===== src/rtl/serial_addsub_if.sv =====
// Operand/result bundle for the bit-serial adder/subtractor.
// The master side issues operations; the slave side computes them.
interface serial_addsub_if #(
    parameter int WIDTH = 8
);
    logic             start;
    logic             op;
    logic [WIDTH-1:0] a;
    logic [WIDTH-1:0] b;
    logic             busy;
    logic             done;
    logic [WIDTH-1:0] result;
    logic             carry;
    logic             overflow;
    logic             zero;

    modport master (
        output start, op, a, b,
        input  busy, done, result, carry, overflow, zero
    );

    modport slave (
        input  start, op, a, b,
        output busy, done, result, carry, overflow, zero
    );
endinterface


===== src/rtl/serial_addsub.sv =====
// Bit-serial adder/subtractor: one full-adder cell and a carry flop,
// one result bit per clock, LSB first, with carry/overflow/zero flags.
module serial_addsub #(
    parameter int WIDTH = 8
) (
    input  logic           clk,
    input  logic           reset,
    serial_addsub_if.slave bus
);
    localparam int CW = (WIDTH > 1) ? $clog2(WIDTH) : 1;
    localparam logic [CW-1:0] LAST = CW'(WIDTH - 1);

    typedef enum logic [1:0] {
        IDLE = 2'd0,
        CALC = 2'd1,
        DONE = 2'd2
    } state_t;

    state_t           state;
    state_t           state_n;
    logic             accept;
    logic [CW-1:0]    cnt;
    logic             c;
    logic             op_q;
    logic [WIDTH-1:0] a_q;
    logic [WIDTH-1:0] b_q;
    logic [WIDTH-1:0] result_q;
    logic             carry_q;
    logic             overflow_q;
    logic             zero_q;

    logic             a_bit;
    logic             b_bit;
    logic             sum;
    logic             c_nxt;
    logic [WIDTH-1:0] res_nxt;

    always_comb begin
        state_n = state;
        accept  = 1'b0;
        unique case (state)
            IDLE:    accept = bus.start;
            CALC:    if (cnt == LAST) state_n = DONE;
            DONE: begin
                state_n = IDLE;
                accept  = bus.start;
            end
            default: state_n = IDLE;
        endcase
        if (accept) state_n = CALC;
    end

    always_comb begin
        a_bit   = a_q[cnt];
        b_bit   = b_q[cnt];
        sum     = a_bit ^ b_bit ^ c;
        c_nxt   = (a_bit & b_bit) | (a_bit & c) | (b_bit & c);
        res_nxt = {sum, result_q[WIDTH-1:1]};
    end

    always_ff @(posedge clk) begin
        if (reset) begin
            state      <= IDLE;
            cnt        <= '0;
            c          <= 1'b0;
            op_q       <= 1'b0;
            a_q        <= '0;
            b_q        <= '0;
            result_q   <= '0;
            carry_q    <= 1'b0;
            overflow_q <= 1'b0;
            zero_q     <= 1'b0;
        end else begin
            state <= state_n;
            if (accept) begin
                // b is pre-inverted and carry seeded with op: a + ~b + 1
                a_q  <= bus.a;
                b_q  <= bus.op ? ~bus.b : bus.b;
                op_q <= bus.op;
                c    <= bus.op;
                cnt  <= '0;
            end else if (state == CALC) begin
                result_q <= res_nxt;
                c        <= c_nxt;
                cnt      <= cnt + 1'b1;
                if (cnt == LAST) begin
                    carry_q    <= op_q ? ~c_nxt : c_nxt;
                    overflow_q <= c ^ c_nxt;
                    zero_q     <= (res_nxt == '0);
                end
            end
        end
    end

    assign bus.busy     = (state == CALC);
    assign bus.done     = (state == DONE);
    assign bus.result   = result_q;
    assign bus.carry    = carry_q;
    assign bus.overflow = overflow_q;
    assign bus.zero     = zero_q;
endmodule


===== src/flat_wrapper.sv =====
// flat-port wrapper written by rule: the top's interface ports become plain ports
module serial_addsub_flat 
#(
    parameter int WIDTH = 8
)
  (clk, reset, bus_start, bus_op, bus_a, bus_b, bus_busy, bus_done, bus_result, bus_carry, bus_overflow, bus_zero);
  serial_addsub_if #(.WIDTH(WIDTH)) bus_i ();
  input  logic clk;
  input  logic reset;
  input wire logic [$bits(bus_i.start)-1:0] bus_start;
  input wire logic [$bits(bus_i.op)-1:0] bus_op;
  input wire logic [$bits(bus_i.a)-1:0] bus_a;
  input wire logic [$bits(bus_i.b)-1:0] bus_b;
  output wire logic [$bits(bus_i.busy)-1:0] bus_busy;
  output wire logic [$bits(bus_i.done)-1:0] bus_done;
  output wire logic [$bits(bus_i.result)-1:0] bus_result;
  output wire logic [$bits(bus_i.carry)-1:0] bus_carry;
  output wire logic [$bits(bus_i.overflow)-1:0] bus_overflow;
  output wire logic [$bits(bus_i.zero)-1:0] bus_zero;
  assign bus_i.start = bus_start;
  assign bus_i.op = bus_op;
  assign bus_i.a = bus_a;
  assign bus_i.b = bus_b;
  assign bus_busy = bus_i.busy;
  assign bus_done = bus_i.done;
  assign bus_result = bus_i.result;
  assign bus_carry = bus_i.carry;
  assign bus_overflow = bus_i.overflow;
  assign bus_zero = bus_i.zero;
  serial_addsub #(.WIDTH(WIDTH)) u_core (.clk(clk), .reset(reset), .bus(bus_i));
endmodule

===== config.mk =====
export PLATFORM = sky130hd
export DESIGN_NAME = serial_addsub_flat
export DESIGN_NICKNAME = d
export VERILOG_FILES = /design/src/rtl/serial_addsub_if.sv /design/src/rtl/serial_addsub.sv /design/src/flat_wrapper.sv
export SDC_FILE = /design/constraint.sdc
export NUM_CORES = 1
export LEC_CHECK = 0
export BUFFER_PORTS_ARGS = -buffer_cell sky130_fd_sc_hd__buf_2
export CAP_MARGIN = 25
export CORE_MARGIN = 1
export CORE_UTILIZATION = 55
export CTS_CLUSTER_SIZE = 12
export DETAILED_ROUTE_END_ITERATION = 6
export GPL_ROUTABILITY_DRIVEN = 0
export PLACE_DENSITY = 0.84
export SYNTH_ARGS = -nofsm -noshare
export SYNTH_HDL_FRONTEND = slang
export SYNTH_SLANG_ARGS = --single-unit

===== constraint.sdc =====
create_clock -name clk -period 5.2 [get_ports clk]
set_input_delay 0.52 -clock clk [delete_from_list [all_inputs] [get_ports clk]]
set_output_delay 0.52 -clock clk [all_outputs]
set_load 0.05 [all_outputs]

# After elaboration in Yosys (flattened, before gate mapping)
# Cells that the tools add are included.
# classes
addsub	1
magnitude_cmp	1
n_eq_ne	6
mux	12
n_bitwise	12
n_reduce_logical	9
# op_table
cell	n
8-bit logical NOT	1
8-bit 2-to-1 mux	1
8-bit NOT	1
1-bit 2-to-1 mux	7
1-bit binary-select mux with 3-bit select	2
2-bit AND reduction	3
3-bit by 4-bit less-than comparator with 1-bit output (second input constant)	1
2-bit by 1-bit inequality test with 1-bit output (second input constant)	2
2-bit case mux with 2 select lines	1
2-bit OR reduction	2
3-bit by 1-bit adder with 3-bit output (second input constant)	1
1-bit bitwise AND	3
3-bit equality test (second input constant)	1
3-bit by 1-bit inequality test with 1-bit output (second input constant)	1
1-bit NOT	3
3-bit AND reduction	1
1-bit XOR	3
2-bit by 1-bit equality test with 1-bit output (second input constant)	1
2-bit equality test (second input constant)	1
2-bit logical NOT	1
2-bit 2-to-1 mux	1
1-bit bitwise OR	2
2-bit nonzero test	1
# word_totals
regBits	34
elab_cells	52

# Logic depth before layout (Yosys ltp)
# Gate-level depths: netlist of the first run.
# depth
depth_word	7
ltp_mapped	7
depth_no_buf	6

# Least setup slack after synthesis of the first run
# Ideal clock, no wire load.
# synth_timing
path_kind	flip-flop to flip-flop
start	reg u_core.cnt[0]
end	reg u_core.zero_q (netlist: u_core.bus.zero)
setup_ps	132
t_arrival_ps	1919
slack_ps	3148
stages_incl_launch_ff	8
synth_period_minus_slack_ps	2052
cell_sequence	dfxtp_1 -> buf_6 -> mux4_1 -> mux2i_1 -> fa_1 -> nor4b_1 -> nand4_1 -> a21oi_1
# synth_via
elab_chain_len	5
elab_cells_between_ends	9
cone_classes	eq/ne: 1; mux: 4; bitwise: 2; reduce/logical: 2
# synth_rtl
item	line	source
from (decl)	serial_addsub.sv:22	logic [CW-1:0] cnt;
from (signal assigned)	serial_addsub.sv:85	cnt <= cnt + 1'b1;
1-bit binary-select mux with 3-bit select (on tied branches)	serial_addsub.sv:54, serial_addsub.sv:55	
1-bit 2-to-1 mux (on tied branches)	serial_addsub.sv:54, serial_addsub.sv:55	
1-bit XOR (2 in series)	serial_addsub.sv:56	sum = a_bit ^ b_bit ^ c;
8-bit logical NOT	serial_addsub.sv:89	zero_q <= (res_nxt == '0);
to (signal assigned)	serial_addsub.sv:89	
to (decl)	serial_addsub.sv:30	logic zero_q;
# Parallel ways exist; a longest one is shown, timed or not. The select of a mux whose other input is x is not followed.
# A chain may end at the register's enable or synchronous reset.

# Worst setup path after layout of the first run
# layout_timing
start	reg u_core.state[0]
end	out bus_busy
# layout_via
elab_chain_len	1
# layout_rtl
item	line	source
from (decl)	serial_addsub.sv:19	state_t state;
from (signal assigned)	serial_addsub.sv:74	state <= state_n;
2-bit by 1-bit equality test with 1-bit output	serial_addsub.sv:95	assign bus.busy = (state == CALC);
to (decl)	flat_wrapper.sv:14	output wire logic [$bits(bus_i.busy)-1:0] bus_busy;
# Every way passes these cells.

==> results of run 1 <==
==> metrics by stage <==
| step | hold slack (ns) | utilization, % | total power [mW] | std cells | cell area [um2] |
|---|---|---|---|---|---|
| after floorplan | 0.4315 | - | 0.3440 | 161 | 1476 |
| after global placement | 0.4395 | 64.61 | 0.3566 | 211 | 1615 |
| after detailed placement | 0.4425 | 64.61 | 0.3604 | 211 | 1615 |
| after CTS | 0.3951 | 66.52 | 0.4896 | 218 | 1663 |
| after global routing | 0.4111 | 66.52 | 0.5105 | 218 | 1663 |
| final | 0.4018 | 66.52 | 0.4871 | 218 | 1663 |
==> synthesized netlist by cell type (2+ instances only) <==
library cell,count,area share [%]
nand2_1,35,8.9
dfxtp_1,34,46
a21oi_1,20,6.8
nor2_1,11,2.8
xnor2_1,11,6.5
a211oi_1,9,4.6
clkbuf_1,6,1.5
buf_2,4,1.4
mux2i_1,4,2.7
mux4_1,4,7.1
nand3_1,3,1.0
nor3_1,3,1.0
ha_1,2,1.7
inv_1,2,0.51
nand2b_1,2,0.85
nor2b_1,2,0.85
==> state kept, by name, indices dropped and copies added (netlist names) <==
signal               cells
u_core.bus.result        8
u_core.op_q              1
u_core.a_q               8
u_core.bus.carry         1
u_core.cnt               3
u_core.bus.zero          1
u_core.bus.overflow      1
u_core.state             2
u_core.c                 1
u_core.b_q               8
==> kinds of logic (layout without fill, tap and decap cells) <==
kind of cell | after synthesis | after routing
compound gates | 31 | 31
xor+xnor | 11 | 11
fa+ha+maj | 3 | 3
buf+inv | 14 | 41
flops | 34 | 34
mux | 8 | 8
simple gates | 60 | 60
==> worst register-to-register path, stage by stage (launching register included) <==
cell,delay [ns]
dfxtp_1,0.48
mux4_1,0.60
mux2i_1,0.21
fa_1,0.46
nor4b_1,0.16
nand4_1,0.09
a21oi_1,0.07
==> metal layers <==
metal / up-vias / global-route usage, % / part of all wire (%)
li1: 607 / - / -
met1: 546 / 25.71 / 44
met2: 25 / 39.71 / 50
met3: 5 / 9.605 / 5.1
met4: 0 / 8.772 / 1.5
met5: - / 0 / 0
==> area by class of cell <==
| cell class | count | area [um2] | share of cell area [%] |
|---|---|---|---|
| timing repair buffer | 32 | 160.2 | 9.631 |
| inverter | 2 | 7.507 | 0.4515 |
| clock inverter | 2 | 10.01 | 0.6020 |
| tap | 30 | 37.54 | 2.257 |
| clock buffer | 5 | 37.54 | 2.257 |
| multi-input combinational | 113 | 729.5 | 43.87 |
| sequential | 34 | 680.7 | 40.93 |
==> power groups by stage <==
stage | registers (mW) | clock network (mW) | logic [mW]
after floorplan | 0.289 | 0 | 0.0551
after global placement | 0.288 | 0 | 0.0687
after detailed placement | 0.288 | 0 | 0.0719
after CTS | 0.282 | 0.135 | 0.0721
after global routing | 0.284 | 0.146 | 0.0807
final | 0.282 | 0.133 | 0.0715
==> worst max path at each step <==
stage	cells past startpoint	from	slack, ns	endpoint
after floorplan	7	u_core.cnt[0]$_SDFFE_PP0N_	3.15	u_core.bus.zero$_SDFFE_PP0P_
after global placement	6	u_core.cnt[0]$_SDFFE_PP0N_	3.07	u_core.bus.zero$_SDFFE_PP0P_
after detailed placement	6	u_core.cnt[0]$_SDFFE_PP0N_	3.02	u_core.bus.zero$_SDFFE_PP0P_
after CTS	3	u_core.state[0]$_SDFFE_PP0P_	2.82	bus_busy
after global routing	3	u_core.state[0]$_SDFFE_PP0P_	2.70	bus_busy
final	3	u_core.state[0]$_SDFFE_PP0P_	2.83	bus_busy
==> results_tabular.tex, run 1 <==
\begin{tabular}{lr}
\hline
Metric & Value \\
\hline
\multicolumn{2}{l}{\textbf{Outcome}} \\
Outcome & finished clean \\
\multicolumn{2}{l}{\textbf{Timing}} \\
Slew headroom & 31.46\% \\
Hold violation count in the final report & 0 \\
Max-slew violation total from the final report & 0 \\
Setup repair after global routing missed its margin & no \\
Period utilization & 45.54\% \\
Final Skew & 0.01024 ns \\
Sum of negative setup slack & 0 ns \\
Least-Margin Pin Slew & 1.023 ns \\
Setup violators final & 0 \\
Setup slack of the critical path after layout & 2.832 ns \\
Highest clock frequency the design can meet & 422.3 MHz \\
Final worst path period need & 2.368 ns \\
\multicolumn{2}{l}{\textbf{Route}} \\
DRC violations left & 0 \\
Total routed wirelength & 2.783 mm \\
Vias after detailed routing & 1183 \\
Routed wire per std cell & 12.77 um \\
Detailed router's first-iteration violation count & 11 \\
Final ANT Viol Nets & 0 \\
Vias per inst & 5.427 \\
Pre-antenna DRT Iters & 4 \\
\multicolumn{2}{l}{\textbf{Finish}} \\
Filler instances & 200 \\
Antenna Cells & 0 \\
Share of post-route cells with drive strength above 1 & 21.28\% \\
Final net count & 211 \\
Most common cell after layout, fill and taps aside & nand2\_1 \\
Area growth syn-to-layout & 12.63\% \\
Most frequent cells in the layout & 35 x nand2\_1, 34 x dfxtp\_1, 32 x buf\_2 \\
\multicolumn{2}{l}{\textbf{Critical path}} \\
Startpoint of the most critical register-to-register path & u\_core.cnt[0]\$\_SDFFE\_PP0N\_ \\
Data arrival at the endpoint of the critical path & 1.85 ns \\
Max incr delay on CP & 0.43 ns \\
Crit path buf inv count & 2 \\
Cell type group with the largest total delay on the critical path & buffers and inverters \\
Data required time at the worst endpoint & 4.68 ns \\
Category of the worst setup path capture point & output port \\
Maximum fanout along the worst path & 14 \\
Type of the setup path with the least slack & reg -> out \\
CP Launch Type & flop \\
R2r endpoint & u\_core.bus.zero\$\_SDFFE\_PP0P\_ \\
Slack of the worst reg-to-reg path & 3.01 ns \\
Critical-path cell list & nand2b\_1 > inv\_1 > buf\_2 \\
Worst path slowest cell & inv\_1 \\
Register-to-Register Path Depth & 6 \\
\multicolumn{2}{l}{\textbf{Pwr}} \\
Combinational fraction of design power & 14.7\% \\
Worst voltage drop across the vdd grid & 263.3 uV \\
Power per cell area & 292.9 nW/um2 \\
Power share of the sequential group & 58.0\% \\
Internal power & 0.3526 mW \\
Clock network fraction of total power & 27.4\% \\
NetSw & 0.1345 mW \\
Fraction of power spent switching nets & 27.62\% \\
Leakage & 0.6826 nW \\
\multicolumn{2}{l}{\textbf{Synth}} \\
Number of synthesized flops with an enable pin & 0 \\
Sequential cell area fraction in the yosys report & 46.10\% \\
Multiplexer share of the synthesized area & 9.831\% \\
Share of synthesized registers carrying an async set or reset & 0\% \\
Mapped Nets & 184 \\
Cell count after synthesis & 161 \\
Synthesized area & 1476 um2 \\
Arithmetic-cell share of the synthesized area counting full adders, half adders and majority gates & 3.051\% \\
Share of the synthesized area in compound gates (AO/OA/AOI/OAI) & 12.46\% \\
Unique masters post-synth & 25 \\
Xor and xnor fraction of the mapped netlist area & 6.525\% \\
Yosys synthesis warning count & 0 \\
Per-instance average area after synthesis & 9.170 um2 \\
Predominant post-synthesis flop cell & dfxtp\_1 \\
Dominant combinational cell family by area after synthesis & simple AND/OR/NAND/NOR gates \\
Share of synthesized cell area in and, or, nand and nor gates & 17.37\% \\
Yosys reg bits & 34 \\
\multicolumn{2}{l}{\textbf{CTS}} \\
Root buffer selected by CTS & clkbuf\_4 \\
Clock tree sinks & 34 \\
Cts bufs inserted & 5 \\
Post-CTS Setup Inserts & 0 \\
CTS tree & done \\
Resize count post-CTS & 0 \\
Number of levels in the clock H-tree & 2 \\
Maximum root-to-sink buffer count & 2 \\
CTS Hold Buffers Added & 0 \\
Worst-path clk slew & 0.10 ns \\
Insertion delay to the later sink of the worst-skew pair & 0.34 ns \\
\multicolumn{2}{l}{\textbf{Global routing}} \\
Number of antenna violations at the first check in global routing & 0 \\
Number of global-route vias before repair & 1106 \\
Pin count of the biggest net entering global routing & 35 \\
Total congestion overflow & 0 \\
Total global-route track usage & 23.33\% \\
Wire length of the first global-routing pass & 4.685 mm \\
\multicolumn{2}{l}{\textbf{Floorplan}} \\
FP Rows & 18 \\
Effective utilization at floorplan & 59.06\% \\
Num ports & 33 \\
Overall die area & 2896 um2 \\
Core box area & 2500 um2 \\
Width of the chip & 53.81 um \\
Die Span Y & 53.81 um \\
\multicolumn{2}{l}{\textbf{Placement}} \\
Port Buffers & 32 \\
Pre-CTS WS & 3.016 ns \\
HPWL after detailed placement & 2.037 mm \\
\multicolumn{2}{l}{\textbf{Worst hold path}} \\
HP Class & in -> reg \\
End point of the most critical hold path & u\_core.a\_q[5]\$\_SDFFE\_PP0P\_ \\
Hold path start & bus\_a[5] \\
Cell count of the worst hold path & 3 \\
\multicolumn{2}{l}{\textbf{Run}} \\
Max-cap viol count & 0 \\
\hline
\end{tabular}
(Power assumes the default switching activity.)
==> inputs of run 2 (changes only) <==
- ABC_AREA: unset -> 1
- CORE_UTILIZATION: 55 -> 53
- PLACE_DENSITY: 0.84 -> 0.81
- clock period: 5.2 -> 2.3 ns (I/O delays scaled with it)
==> run 2 against run 1 <==
Non-clock buffer count up 1. Critical path type is now reg -> reg. Synthesized cell count up 31%. Count of clock-buffer cells in the layout up 2. Critical path depth up 7. Worst hold slack worse by 0.34 ns. Register-to-register slack worse by 2.5 ns. Via count up 15%.
==> results_tabular.tex, run 2 <==
\begin{tabular}{lr}
\hline
Metric & Value \\
\hline
\multicolumn{2}{l}{\textbf{Floorplan}} \\
Width of the chip & 55.87 um (+3.8\%) \\
Num ports & 33 (unchanged) \\
Overall die area & 3121 um2 (+7.8\%) \\
Core box area & 2758 um2 (+10\%) \\
FP Rows & 19 (+1) \\
Die Span Y & 55.87 um (+3.8\%) \\
Effective utilization at floorplan & 55.76\% (-3.3 points) \\
\multicolumn{2}{l}{\textbf{Timing}} \\
Hold violation count in the final report & 0 (unchanged) \\
Period utilization & 78.64\% \\
Highest clock frequency the design can meet & 552.9 MHz \\
Least-Margin Pin Slew & 0.6507 ns (-0.3727 ns) \\
Max-slew violation total from the final report & 0 (unchanged) \\
Final Skew & 0.009970 ns (-0.0002736 ns) \\
Hold Slack & 0.06370 ns (-0.3381 ns) \\
Sum of negative setup slack & 0 ns (unchanged) \\
Setup violators final & 0 (unchanged) \\
Final worst path period need & 1.809 ns \\
Setup slack of the critical path after layout & 0.4913 ns (-2.341 ns) \\
Setup repair after global routing missed its margin & no \\
Slew headroom & 56.57\% (+25 points) \\
\multicolumn{2}{l}{\textbf{Synth}} \\
Number of synthesized flops with an enable pin & 0 (unchanged) \\
Mapped Nets & 234 (+27\%) \\
Ranking of synthesized cells by instance count & 38 x nand2\_1, 34 x dfxtp\_1, 31 x inv\_1 \\
Synth top area share & 44.26\% (-1.8 points) \\
Top-count cell post-synth & nand2\_1 \\
Predominant post-synthesis flop cell & dfxtp\_1 \\
Cell type with the largest total area after synthesis & dfxtp\_1 \\
Unique masters post-synth & 18 (-28\%) \\
Sequential cell area fraction in the yosys report & 44.26\% (-1.8 points) \\
Synthesized area & 1538 um2 (+4.2\%) \\
Share of synthesized registers carrying an async set or reset & 0\% (unchanged) \\
Yosys reg bits & 34 (unchanged) \\
Per-instance average area after synthesis & 7.288 um2 (-21\%) \\
Yosys synthesis warning count & 0 (unchanged) \\
Cell types with the largest area share after synthesis & dfxtp\_1 44\%, a21oi\_1 9.8\%, nand2\_1 9.3\% \\
Cell count after synthesis & 211 (+31\%) \\
\multicolumn{2}{l}{\textbf{Pwr}} \\
NetSw & 0.3750 mW (+180\%) \\
Worst voltage drop across the vdd grid & 533.2 uV (+100\%) \\
Power share of the sequential group & 52.7\% (-5.3 points) \\
Total Power & 1.238 mW (+150\%) \\
Fraction of power spent switching nets & 30.30\% (+2.7 points) \\
Clock network fraction of total power & 27.4\% (about the same) \\
Combinational fraction of design power & 19.9\% (+5.2 points) \\
Power per cell area & 704.1 nW/um2 (+140\%) \\
Internal power & 0.8627 mW (+140\%) \\
Leakage & 0.8298 nW (+22\%) \\
\multicolumn{2}{l}{\textbf{Route}} \\
Total routed wirelength & 2.828 mm (+1.6\%) \\
Vias after detailed routing & 1360 (+15\%) \\
Final ANT Viol Nets & 0 (unchanged) \\
Vias per inst & 4.964 (-8.5\%) \\
Pre-antenna DRT Iters & 4 (unchanged) \\
Routed wire per std cell & 10.32 um (-19\%) \\
Detailed router's first-iteration violation count & 35 (+24) \\
DRC violations left & 0 (unchanged) \\
\multicolumn{2}{l}{\textbf{Outcome}} \\
Outcome & finished clean \\
\multicolumn{2}{l}{\textbf{Critical path}} \\
Category of the worst setup path capture point & flop \\
Type of the setup path with the least slack & reg -> reg \\
Startpoint of the most critical register-to-register path & u\_core.cnt[0]\$\_SDFFE\_PP0N\_ \\
Data required time at the worst endpoint & 2.58 ns (-2.10 ns) \\
Maximum fanout along the worst path & 9 (-5) \\
CP Launch Type & flop \\
Register-to-Register Path Depth & 10 (+4) \\
Data arrival at the endpoint of the critical path & 2.09 ns (+0.24 ns) \\
R2r endpoint & u\_core.bus.zero\$\_SDFFE\_PP0P\_ \\
Slack of the worst reg-to-reg path & 0.49 ns (-2.52 ns) \\
\multicolumn{2}{l}{\textbf{CTS}} \\
Worst-path clk slew & 0.10 ns (about the same) \\
Clock tree sinks & 34 (unchanged) \\
Insertion delay to the later sink of the worst-skew pair & 0.34 ns (about the same) \\
Number of levels in the clock H-tree & 2 (unchanged) \\
CTS Hold Buffers Added & 0 (unchanged) \\
Cts bufs inserted & 5 (unchanged) \\
Post-CTS Setup Inserts & 0 (unchanged) \\
Resize count post-CTS & 0 (unchanged) \\
CTS tree & done \\
Root buffer selected by CTS & clkbuf\_4 \\
Maximum root-to-sink buffer count & 2 (unchanged) \\
\multicolumn{2}{l}{\textbf{Finish}} \\
Utilization of the core after routing & 63.75\% (-2.8 points) \\
Area growth syn-to-layout & 14.32\% \\
Most common cell after layout, fill and taps aside & nand2\_1 \\
Filler instances & 266 (+33\%) \\
Number of cells in the finished layout apart from fillers & 274 (+26\%) \\
Most frequent cells in the layout & 38 x nand2\_1, 34 x dfxtp\_1, 32 x buf\_2 \\
Antenna Cells & 0 (unchanged) \\
Final net count & 265 (+26\%) \\
Design area & 1758 um2 (+5.7\%) \\
Share of post-route cells with drive strength above 1 & 17.70\% (-3.6 points) \\
\multicolumn{2}{l}{\textbf{Placement}} \\
\# placed instances & 266 (+26\%) \\
Pre-CTS WS & 0.4968 ns (-2.519 ns) \\
Total cell area at the placement stage & 1698 um2 (+5.1\%) \\
HPWL after detailed placement & 2.051 mm (+0.68\%) \\
Port Buffers & 32 (unchanged) \\
\multicolumn{2}{l}{\textbf{Run}} \\
Max-cap viol count & 0 (unchanged) \\
\multicolumn{2}{l}{\textbf{Worst hold path}} \\
Hold path start & reset \\
Cell count of the worst hold path & 2 (-1) \\
End point of the most critical hold path & u\_core.c\$\_SDFFE\_PP0P\_ \\
HP Class & in -> reg \\
\multicolumn{2}{l}{\textbf{Global routing}} \\
Total global-route track usage & 20.83\% (-2.5 points) \\
Wire length of the first global-routing pass & 5.071 mm (+8.2\%) \\
Number of global-route vias before repair & 1220 (+10\%) \\
Total congestion overflow & 0 (unchanged) \\
Pin count of the biggest net entering global routing & 30 (-14\%) \\
Number of antenna violations at the first check in global routing & 0 (unchanged) \\
\hline
\end{tabular}
==> run 2: cell types whose count changed after synthesis, sizes merged, moves of 9 or more <==
cell and change:
o21ai +26, inv +30, a211oi -9, a21oi +10
nand3 +11
==> run 2: cell type report <==
| type | instances | area (um2) | area share [%] |
|---|---|---|---|
| flip-flops and latches | 34 | 680.7 | 38.72 |
| inverters | 33 | 123.9 | 7.046 |
| well taps | 31 | 38.79 | 2.206 |
| repair buffers | 33 | 167.7 | 9.537 |
| clock buffers | 7 | 55.05 | 3.132 |
| clock inverters | 1 | 5.005 | 0.2847 |
| multi-input cells | 135 | 686.9 | 39.07 |
==> run 2: power groups by stage <==
stage          logic [mW]  registers (mW)  clock network [mW]
5_1_grt             0.280           0.657               0.370
2_1_floorplan       0.152           0.704                   0
3_3_place_gp        0.244           0.664                   0
6_report            0.247           0.652               0.339
3_5_place_dp        0.248           0.665                   0
4_1_cts             0.249           0.652               0.345
==> run 2: critical path, cell delays in order, from the launching register on <==
cell and delay [ns]:
dfxtp_1 0.35, clkinv_1 0.20, nand2_1 0.13, nand3_1 0.07, nand3_1 0.09, nand2_1 0.07
fa_1 0.52, nand2_1 0.06, nor2_1 0.09, nand2_1 0.06, a21oi_1 0.12
==> run 2: cell families after synthesis <==
logic type	synth area share [%]
buffers and inverters	11.07
adder cells (fa/ha/maj)	2.929
AND/OR/NAND/NOR	17.82
flip-flops	44.26
AO/OA/AOI/OAI	18.23
XOR/XNOR	5.695
==> run 2: worst max-delay path by stage <==
stage | startpoint | endpoint | slack (ns) | cells past startpoint
floorplan | u_core.cnt[0]$_SDFFE_PP0N_ | u_core.bus.zero$_SDFFE_PP0P_ | 0.46 | 11
global placement | u_core.cnt[0]$_SDFFE_PP0N_ | u_core.bus.zero$_SDFFE_PP0P_ | 0.57 | 10
detailed placement | u_core.cnt[0]$_SDFFE_PP0N_ | u_core.bus.zero$_SDFFE_PP0P_ | 0.50 | 10
CTS | u_core.cnt[0]$_SDFFE_PP0N_ | u_core.bus.zero$_SDFFE_PP0P_ | 0.48 | 10
global route | u_core.cnt[0]$_SDFFE_PP0N_ | u_core.bus.zero$_SDFFE_PP0P_ | 0.25 | 10
finish | u_core.cnt[0]$_SDFFE_PP0N_ | u_core.bus.zero$_SDFFE_PP0P_ | 0.49 | 10
==> run 2: metal layers <==
metal / part of all wire [%] / wire, um / track usage [%]
met5: 0 / 0 / 0
met1: 49 / 1381 / 27.33
met3: 3.9 / 110 / 4.884
met4: 2.3 / 65 / 11.50
met2: 45 / 1270 / 31.67
